[config.mk]
export PLATFORM = sky130hd
export DESIGN_NAME = atto_output_arbiter
export DESIGN_NICKNAME = d
export VERILOG_FILES = /design/src/rtl/atto_output_arbiter.sv
export SDC_FILE = /design/constraint.sdc
export NUM_CORES = 1
export LEC_CHECK = 0
export ABC_CLOCK_PERIOD_IN_PS = 2400
export BUFFER_PORTS_ARGS = -buffer_cell sky130_fd_sc_hd__buf_2
export CORE_MARGIN = 5
export CORE_UTILIZATION = 49
export CTS_CLUSTER_DIAMETER = 120
export DETAILED_ROUTE_END_ITERATION = 7
export PLACE_DENSITY = 0.75
export SLEW_MARGIN = 20
export SYNTH_ARGS = -nofsm -noshare
export SYNTH_HDL_FRONTEND = slang
export SYNTH_SLANG_ARGS = --single-unit
export TNS_END_PERCENT = 1
[constraint.sdc]
create_clock -name clka -period 2.4 [get_ports clka]
set_input_delay 0.36 -clock clka [delete_from_list [all_inputs] [get_ports clka]]
set_output_delay 0.36 -clock clka [all_outputs]
set_load 0.1 [all_outputs]
[src/rtl/atto_output_arbiter.sv]
`default_nettype none
// +----------------------------------------------------------------------------+
// | Module      : atto_output_arbiter                                          |
// | Description : Per-output-port arbiter for the atto router. Shares one      |
// |               output channel between north, east and PE requesters, one    |
// |               single-flit packet per grant. Tracks downstream credits.     |
// | Build macro : ATTO_ARB_FIXED_PRIO_EN - fixed priority N > E > PE instead   |
// |               of round-robin (no rr pointer; PE can starve).               |
// | Ports       : clka/rsta           clock / async active-high reset          |
// |               req_din[2:0]        requests [0] N, [1] E, [2] PE            |
// |               credit_return_din   one downstream credit returned           |
// |               grant_dout/ack_dout registered one-hot grant / ack           |
// |               xbar_sel_dout       0 N, 1 E, 2 PE, 3 none                   |
// |               out_valid_dout      output flit valid                        |
// |               credits_dout        current credit count                     |
// |               stall_dout          waiting for credits                      |
// |               credit_err_dout     sticky credit overflow flag              |
// | Revision    : 1.0 - initial release                                        |
// +----------------------------------------------------------------------------+
module atto_output_arbiter #(
  parameter int CREDITS = 4,
  parameter int CNT_W   = 3
) (
  input  logic             clka,
  input  logic             rsta,
  input  logic [2:0]       req_din,
  input  logic             credit_return_din,
  output logic [2:0]       grant_dout,
  output logic [2:0]       ack_dout,
  output logic [1:0]       xbar_sel_dout,
  output logic             out_valid_dout,
  output logic [CNT_W-1:0] credits_dout,
  output logic             stall_dout,
  output logic             credit_err_dout
);

  localparam logic [CNT_W-1:0] c_credit_max = CNT_W'(CREDITS);
  localparam logic [1:0]       c_sel_none   = 2'd3;

  typedef enum logic [1:0] {
    S_IDLE  = 2'd0,
    S_GRANT = 2'd1,
    S_STALL = 2'd2
  } state_t;

  state_t           r_state;
  state_t           w_next;
  logic [2:0]       r_grant;
  logic [1:0]       r_xbar_sel;
  logic             r_out_valid;
  logic [CNT_W-1:0] r_credits;
  logic             r_stall;
  logic             r_credit_err;

  logic [2:0]       w_eff;
  logic             w_eff_any;
  logic             w_cred_zero;
  logic             w_do_grant;
  logic [1:0]       w_pick_idx;
  logic [2:0]       w_pick_oh;

  // The requester granted last cycle still shows its request this cycle;
  // masking it with the current grant avoids a double grant.
  assign w_eff       = req_din & ~r_grant;
  assign w_eff_any   = |w_eff;
  assign w_cred_zero = (r_credits == '0);
  assign w_pick_oh   = 3'b001 << w_pick_idx;

`ifdef ATTO_ARB_FIXED_PRIO_EN
  always_comb begin
    w_pick_idx = 2'd0;
    if (w_eff[0])      w_pick_idx = 2'd0;
    else if (w_eff[1]) w_pick_idx = 2'd1;
    else if (w_eff[2]) w_pick_idx = 2'd2;
  end
`else
  logic [1:0] r_rr_ptr;
  logic [2:0] w_cand;
  logic       w_found;

  // Search starts at the rr pointer and wraps N -> E -> PE.
  always_comb begin
    w_pick_idx = 2'd0;
    w_found    = 1'b0;
    w_cand     = 3'd0;
    for (int k = 0; k < 3; k++) begin
      w_cand = {1'b0, r_rr_ptr} + 3'(k);
      if (w_cand >= 3'd3) w_cand = w_cand - 3'd3;
      if (!w_found && w_eff[w_cand[1:0]]) begin
        w_found    = 1'b1;
        w_pick_idx = w_cand[1:0];
      end
    end
  end

  always_ff @(posedge clka or posedge rsta) begin
    if (rsta) begin
      r_rr_ptr <= 2'd0;
    end else if (w_do_grant) begin
      r_rr_ptr <= (w_pick_idx == 2'd2) ? 2'd0 : w_pick_idx + 2'd1;
    end
  end
`endif

  // In STALL an empty credit count dominates, even if the request went away.
  always_comb begin
    w_next = S_IDLE;
    case (r_state)
      S_STALL: begin
        if (w_cred_zero)    w_next = S_STALL;
        else if (w_eff_any) w_next = S_GRANT;
        else                w_next = S_IDLE;
      end
      default: begin
        if (!w_eff_any)       w_next = S_IDLE;
        else if (!w_cred_zero) w_next = S_GRANT;
        else                  w_next = S_STALL;
      end
    endcase
  end

  assign w_do_grant = (w_next == S_GRANT);

  always_ff @(posedge clka or posedge rsta) begin
    if (rsta) begin
      r_state      <= S_IDLE;
      r_grant      <= 3'b000;
      r_xbar_sel   <= c_sel_none;
      r_out_valid  <= 1'b0;
      r_credits    <= c_credit_max;
      r_stall      <= 1'b0;
      r_credit_err <= 1'b0;
    end else begin
      r_state     <= w_next;
      r_grant     <= w_do_grant ? w_pick_oh : 3'b000;
      r_xbar_sel  <= w_do_grant ? w_pick_idx : c_sel_none;
      r_out_valid <= w_do_grant;
      r_stall     <= (w_next == S_STALL);
      // A grant and a return in the same cycle cancel out.
      case ({w_do_grant, credit_return_din})
        2'b10: r_credits <= r_credits - 1'b1;
        2'b01: begin
          if (r_credits == c_credit_max) r_credit_err <= 1'b1;
          else                           r_credits    <= r_credits + 1'b1;
        end
        default: ;
      endcase
    end
  end

  assign grant_dout      = r_grant;
  assign ack_dout        = r_grant;
  assign xbar_sel_dout   = r_xbar_sel;
  assign out_valid_dout  = r_out_valid;
  assign credits_dout    = r_credits;
  assign stall_dout      = r_stall;
  assign credit_err_dout = r_credit_err;

endmodule
`default_nettype wire

=== Word-level counts from Yosys, hierarchy flattened ===
Cells that the tools add are included.

* Bitwise gates (word level): 2
* Reduce and logical (&&, ||, !) cells: 9
* Shifts and indexed selects: 1
* Magnitude comparators: 6
* Multiplexer cells: 24
* Add/subtract/negate cells: 8
* Eq/ne operators: 8

{| class="wikitable"
|+ Operator list
! operator !! count
|-
| two-way mux 2 bit || 12
|-
| less-than comparator 2 x 3 -> 1 bit, second input constant || 3
|-
| equality test 2 bit, second input constant || 4
|-
| binary-select mux 1 bit (select 2 bit) || 3
|-
| >= comparator 3 x 2 -> 1 bit, second input constant || 2
|-
| two-way mux 1 bit || 6
|-
| two-way mux 3 bit || 2
|-
| one-hot mux 3 bit (2 select lines) || 1
|-
| subtractor 2 bit, second input constant || 3
|-
| equality test 2 x 1 -> 1 bit, second input constant || 2
|-
| AND reduction 2 bit || 2
|-
| adder 2 x 1 -> 3 bit, second input constant || 1
|-
| adder 2 x 2 -> 3 bit, second input constant || 1
|-
| adder 3 x 1 -> 3 bit, second input constant || 1
|-
| AND 3 bit || 1
|-
| equality test 3 bit, second input constant || 1
|-
| logical NOT 3 bit || 1
|-
| inverter 3 bit || 1
|-
| OR reduction 3 bit || 1
|-
| left shift 1 x 2 -> 3 bit, first input constant || 1
|-
| subtractor 3 x 1 -> 3 bit, second input constant || 1
|-
| adder 2 x 1 -> 2 bit, second input constant || 1
|-
| >= comparator 2 bit, second input constant || 1
|-
| logical AND 1 bit || 2
|-
| 3 further kinds || 4
|}

* Output and inout port bits: 14
* Flip-flop bits (word level): 15
* Logic and storage cells: 66

=== Logic depth before layout (Yosys ltp) ===
* Depth in word-level cells: 13
* Mapped depth: 8
* Depth with buffers taken out: 8

=== Worst setup path after synthesis ===
OpenSTA, ideal clock, no wires.

* Path kind: register -> register
* Start: reg r_grant[1], in the netlist ack_dout[1]
* End: reg r_credits[2], in the netlist credits_dout[2]
* Stages on the path, launching flop included: 8
* Library setup time: 82 ps
* Arrival time: 2788 ps
* Slack: -470 ps
* Path buffers: 0
* Path through: dfrtp_1 nor2b_1 o31ai_4 nand2_1 fa_1 a311o_1 and3_1 a211o_1

* Cells in the longest elaborated chain, start to end: 10
* Elaborated cells between the ends (all ways): 14

{| class="wikitable"
|+ RTL lines
! what !! RTL line !! text
|-
| start: declaration || 48 || <nowiki>logic [2:0] r_grant;</nowiki>
|-
| start signal: assignment || 135 || <nowiki>r_grant <= w_do_grant ? w_pick_oh : 3'b000;</nowiki>
|-
| inverter 3 bit * || 64 || <nowiki>assign w_eff = req_din & ~r_grant;</nowiki>
|-
| AND 3 bit * || 64 ||
|-
| OR reduction 3 bit * || 65 || <nowiki>assign w_eff_any = |w_eff;</nowiki>
|-
| two-way mux 1 bit || 111 || <nowiki>else if (w_eff_any) w_next = S_GRANT;</nowiki>
|-
| two-way mux 2 bit || 110 || <nowiki>if (w_cred_zero) w_next = S_STALL;</nowiki>
|-
| two-way mux 2 bit * || 108 || <nowiki>case (r_state)</nowiki>
|-
| equality test 2 x 1 -> 1 bit * || 122 || <nowiki>assign w_do_grant = (w_next == S_GRANT);</nowiki>
|-
| equality test 2 x 1 -> 1 bit / equality test 2 bit (equally long branches) || 140 || <nowiki>case ({w_do_grant, credit_return_din})</nowiki>
|-
| != test 2 bit (no line) / nonzero test 2 bit (equally long branches) || n/a ||
|-
| AND reduction 2 bit (no line) || n/a ||
|-
| end signal: assignment || 130 || <nowiki>r_credits <= c_credit_max;</nowiki>
|-
| end signal: assignment || 141 || <nowiki>2'b10: r_credits <= r_credits - 1'b1;</nowiki>
|-
| end signal: assignment || 144 || <nowiki>else r_credits <= r_credits + 1'b1;</nowiki>
|-
| end: declaration || 51 || <nowiki>logic [CNT_W-1:0] r_credits;</nowiki>
|}

Mark *: on every way between the ends. The rest lies on a longest branch, timed or not.
A chain may end at the register's enable or synchronous reset.

=== Worst setup path after layout ===
* Start: reg r_credits[0], in the netlist credits_dout[0]
* End: reg r_credits[2], in the netlist credits_dout[2]

* Cells in the longest elaborated chain, start to end: 8
* Elaborated cells between the ends (all ways): 16

{| class="wikitable"
|+ RTL lines
! what !! RTL line !! text
|-
| logical NOT 3 bit || 66 || <nowiki>assign w_cred_zero = (r_credits == '0);</nowiki>
|-
| two-way mux 2 bit || 116 || <nowiki>else if (!w_cred_zero) w_next = S_GRANT;</nowiki>
|-
| two-way mux 2 bit || 115 || <nowiki>if (!w_eff_any) w_next = S_IDLE;</nowiki>
|-
| two-way mux 2 bit || 108 ||
|-
| equality test 2 x 1 -> 1 bit || 122 ||
|-
| equality test 2 x 1 -> 1 bit / equality test 2 bit (equally long branches) || 140 ||
|-
| != test 2 bit (no line) / nonzero test 2 bit (equally long branches) || n/a ||
|-
| AND reduction 2 bit (no line) || n/a ||
|}

Parallel ways exist; a longest one is shown, timed or not. The select of a mux whose other input is x is not followed.

==> metrics.log <==
[metrics] maximum fanout count along the critical path: 8
[metrics] Worst EP arrival: 2.46 ns
[metrics] number of buffers inserted by hold repair at cts: 0
[metrics] port buffer count: 19
[metrics] combinational family with the most area after synthesis: simple AND/OR/NAND/NOR gates
[metrics] share of synthesized cell area in and, or, nand and nor gates: between 20 and 25%
[metrics] via density per instance: 5.612
[metrics] WL final: 1863 um
[metrics] effective utilization at floorplan: 51.74%
[metrics] Worst-path clk slew: 0.09 ns
[metrics] overall fraction of global-route tracks in use: 15.73%
[metrics] register cell area after layout: 397.9 um^2
[metrics] portion of netlist area occupied by mux cells: 0%
[metrics] I/O pin count: 20
[metrics] Core ar.: 1727 um^2
[metrics] overall die area: 2777 um^2
[metrics] number of warnings issued by yosys: 0
[metrics] clock root cell: clkbuf_4
[metrics] Net Count, Synth: 93
[metrics] x dimension of the die: around 53 um
[metrics] WS Path Type: reg2reg
[metrics] DRC errors left: 0
[metrics] residual overflow from global routing: 0
[metrics] count of antenna diodes in the layout: 0
[metrics] total number of H-tree levels: 1
[metrics] post-synthesis instance area: 893.4 um^2
[metrics] routability congestion estimate: about 0.85
[metrics] number of maximum-capacitance constraint violations: 0
[metrics] endpoint class of the critical path: register
[metrics] crit-path cells: or3_4 > o31ai_4 > nand2_1 > fa_2 > a311o_1 > and3_1 > a211o_1
[metrics] max-slew violations: 0
[metrics] global-route wire length before repair: 3180 um
[metrics] arithmetic-cell share of the synthesized area counting full adders, half adders and majority gates: between 6 and 7%
[metrics] fraction of registers with async set or reset after synthesis: 100.0%
[metrics] via count of the first global-routing pass: 714
[metrics] Synth Area in Compound Gates: around 22%
[metrics] DR vias: about 720
[metrics] timing-limited maximum frequency: 445.3 MHz
[metrics] Antenna Violating Nets Remaining: 0
[metrics] primary flip-flop cell chosen by synthesis mapping: dfrtp_1
[metrics] startpoint type of the worst setup path: register
[metrics] placed wire-length estimate after detailed placement: about 1400 um
[metrics] CP delay by family, top: simple AND/OR/NAND/NOR gates
[metrics] period utilization: approximately 94%
[metrics] area growth from synthesis to layout: 18.07%
[metrics] number of synthesized flops with an enable pin: 0
[metrics] antenna violations before repair: 0
[metrics] Period minus WS final: 2.245 ns
[metrics] number of resized instances in the post-cts repair step: 0
[metrics] worst stage delay on the critical path: 0.53 ns
[metrics] post-route setup TNS: 0 ns
[metrics] result of the run: finished clean
[metrics] final hold violation count: 0
[metrics] per-cell routed wire length: 14.44 um
[metrics] # nets final: 115
[metrics] number of violations reported at the end of detailed-routing iteration 0: 22
[metrics] class of the tightest hold or removal check: in2async
[metrics] clock buffer depth: 2
[metrics] Worst EP required: 2.62 ns
[metrics] count of endpoints failing setup in the final report: 0
[metrics] pin count of the biggest net entering global routing: 16
[metrics] area used by multi-input combinational logic: roughly 470 um^2
[metrics] filler instances: 157
[metrics] RSZ-0062 raised after global routing: false
[metrics] number of buffers created by CTS: 3
[metrics] number of instances in the synthesized netlist: 83
[metrics] clock insertion delay at the later pin of the skew report: 0.28 ns
[metrics] Final Skew: 0.005212 ns
[metrics] Max transition margin: 57.64%
[metrics] xor-xnor portion of the synthesized cell area: 0.9804%
[metrics] Clock Sinks: 15
[metrics] count of cell types in the netlist: 43
[metrics] worst path bufs/invs: 0
[metrics] measured slew at the worst slew-check pin: 0.6296 ns
[metrics] number of optimization iterations in the first detailed-route pass: 4
[metrics] CP max-delay cell: dfrtp_4
[metrics] clock tree from TritonCTS: done
[metrics] height of the die: 52.70 um
[metrics] post-CTS setup buffer count: 0
[metrics] flip-flop and latch count after synthesis: 15
[metrics] number of rows created at floorplan: 15
[metrics] Avg Cell Area, Syn: between 10 and 15 um^2
[metrics] sequential cell area fraction in the yosys report: 42.44%
[metrics] layout cells sized above 1: 43.27%
## worst paths after layout
| check | start | endpoint | slack [ns] | cells past startpoint |
|---|---|---|---|---|
| max | credits_dout[0]$_DFFE_PP0P_ | credits_dout[2]$_DFFE_PP1P_ | 0.15 | 7 |
| min | rsta | ack_dout[1]$_DFF_PP0_ | 0.11 | 2 |
| max reg2reg | credits_dout[0]$_DFFE_PP0P_ | credits_dout[2]$_DFFE_PP1P_ | 0.15 | 7 |
| min reg2reg | credit_err_dout$_DFFE_PP0P_ | credit_err_dout$_DFFE_PP0P_ | 0.49 | 1 |
| max in group asynchronous | rsta | ack_dout[0]$_DFF_PP0_ | 1.86 | 2 |
| min in group clka | credit_return_din | credit_err_dout$_DFFE_PP0P_ | 0.45 | 2 |
## kinds of logic after synthesis
kind of cell | after synthesis
flops | 15
simple gates | 30
buf+inv | 10
compound gates | 23
xor+xnor | 1
fa+ha+maj | 4
## routing by layer
metal  track usage (%)  vias to the layer above  part of all wire (%)  routed length, um
met1             18.90                      345                    44                821
met4             8.085                        0                   1.6                 29
li1                  -                      347                     -                  -
met2             26.65                       28                    49                918
met3             2.564                        4                   5.0                 93
met5                 0                        -                     0                  0
## stage by stage
| step | std cells | utilization (%) | area [um^2] | hold WS (ns) | setup slack, ns |
|---|---|---|---|---|---|
| floorplan | 83 | - | 919.6 | 0.2594 | 0.003399 |
| global route | 129 | 61.09 | 1055 | 0.1637 | 0.06507 |
| global placement | 125 | 59.49 | 1027 | 0.4373 | 0.2151 |
| finish | 129 | 61.09 | 1055 | 0.1150 | 0.1545 |
| detailed placement | 125 | 59.49 | 1027 | 0.4410 | 0.1747 |
| CTS | 129 | 61.09 | 1055 | 0.1327 | 0.1561 |
## cells in the mapped netlist (all sizes together), types with 2 or more instances
library cell / number / share of area (%)
a211oi: 2 / 1.7
o21ai: 5 / 2.8
o31ai: 2 / 3.2
nor3: 2 / 1.1
a21oi: 2 / 1.1
ha: 3 / 4.2
dfrtp: 12 / 34
nor2: 5 / 2.1
or3: 2 / 2.0
nand2b: 5 / 4.3
o22ai: 2 / 1.4
dfstp: 3 / 8.8
buf: 4 / 3.8
a211o: 2 / 2.0
nor4: 2 / 2.1
nand2: 3 / 1.3
nor2b: 3 / 2.1
inv: 6 / 2.5
## flip-flops by register name, summed over array words and instances (netlist names)
register,cells
stall_dout,1
out_valid_dout,1
ack_dout,3
credit_err_dout,1
xbar_sel_dout,2
credits_dout,3
r_state,2
r_rr_ptr,2
## placed cells by master (no fill, tap or decap), drive strengths merged, types with 3 or more instances in the layout
cell type,count
buf,21
clkbuf,3
dfrtp,12
dfstp,3
ha,3
inv,6
nand2,3
nand2b,5
nor2,5
nor2b,3
o21ai,5
## worst register-to-register path: cells and delay by family (launching register included)
kind | cells | cell delay (ns)
simple gates | 3 | 0.71
compound gates | 3 | 0.58
fa+ha+maj | 1 | 0.37
flops | 1 | 0.53
## final cells by class
cell class | instances | share of cell area (%)
Clock buffer | 3 | 2.135
Clock inverter | 1 | 0.4745
Inverter | 6 | 2.135
Multi-Input combinational cell | 58 | 44.13
Sequential cell | 15 | 37.72
Tap cell | 25 | 2.966
Timing Repair Buffer | 21 | 10.44
Power is not shown: default switching activity piles up to over one toggle a cycle in this logic, so the estimate is an artifact.
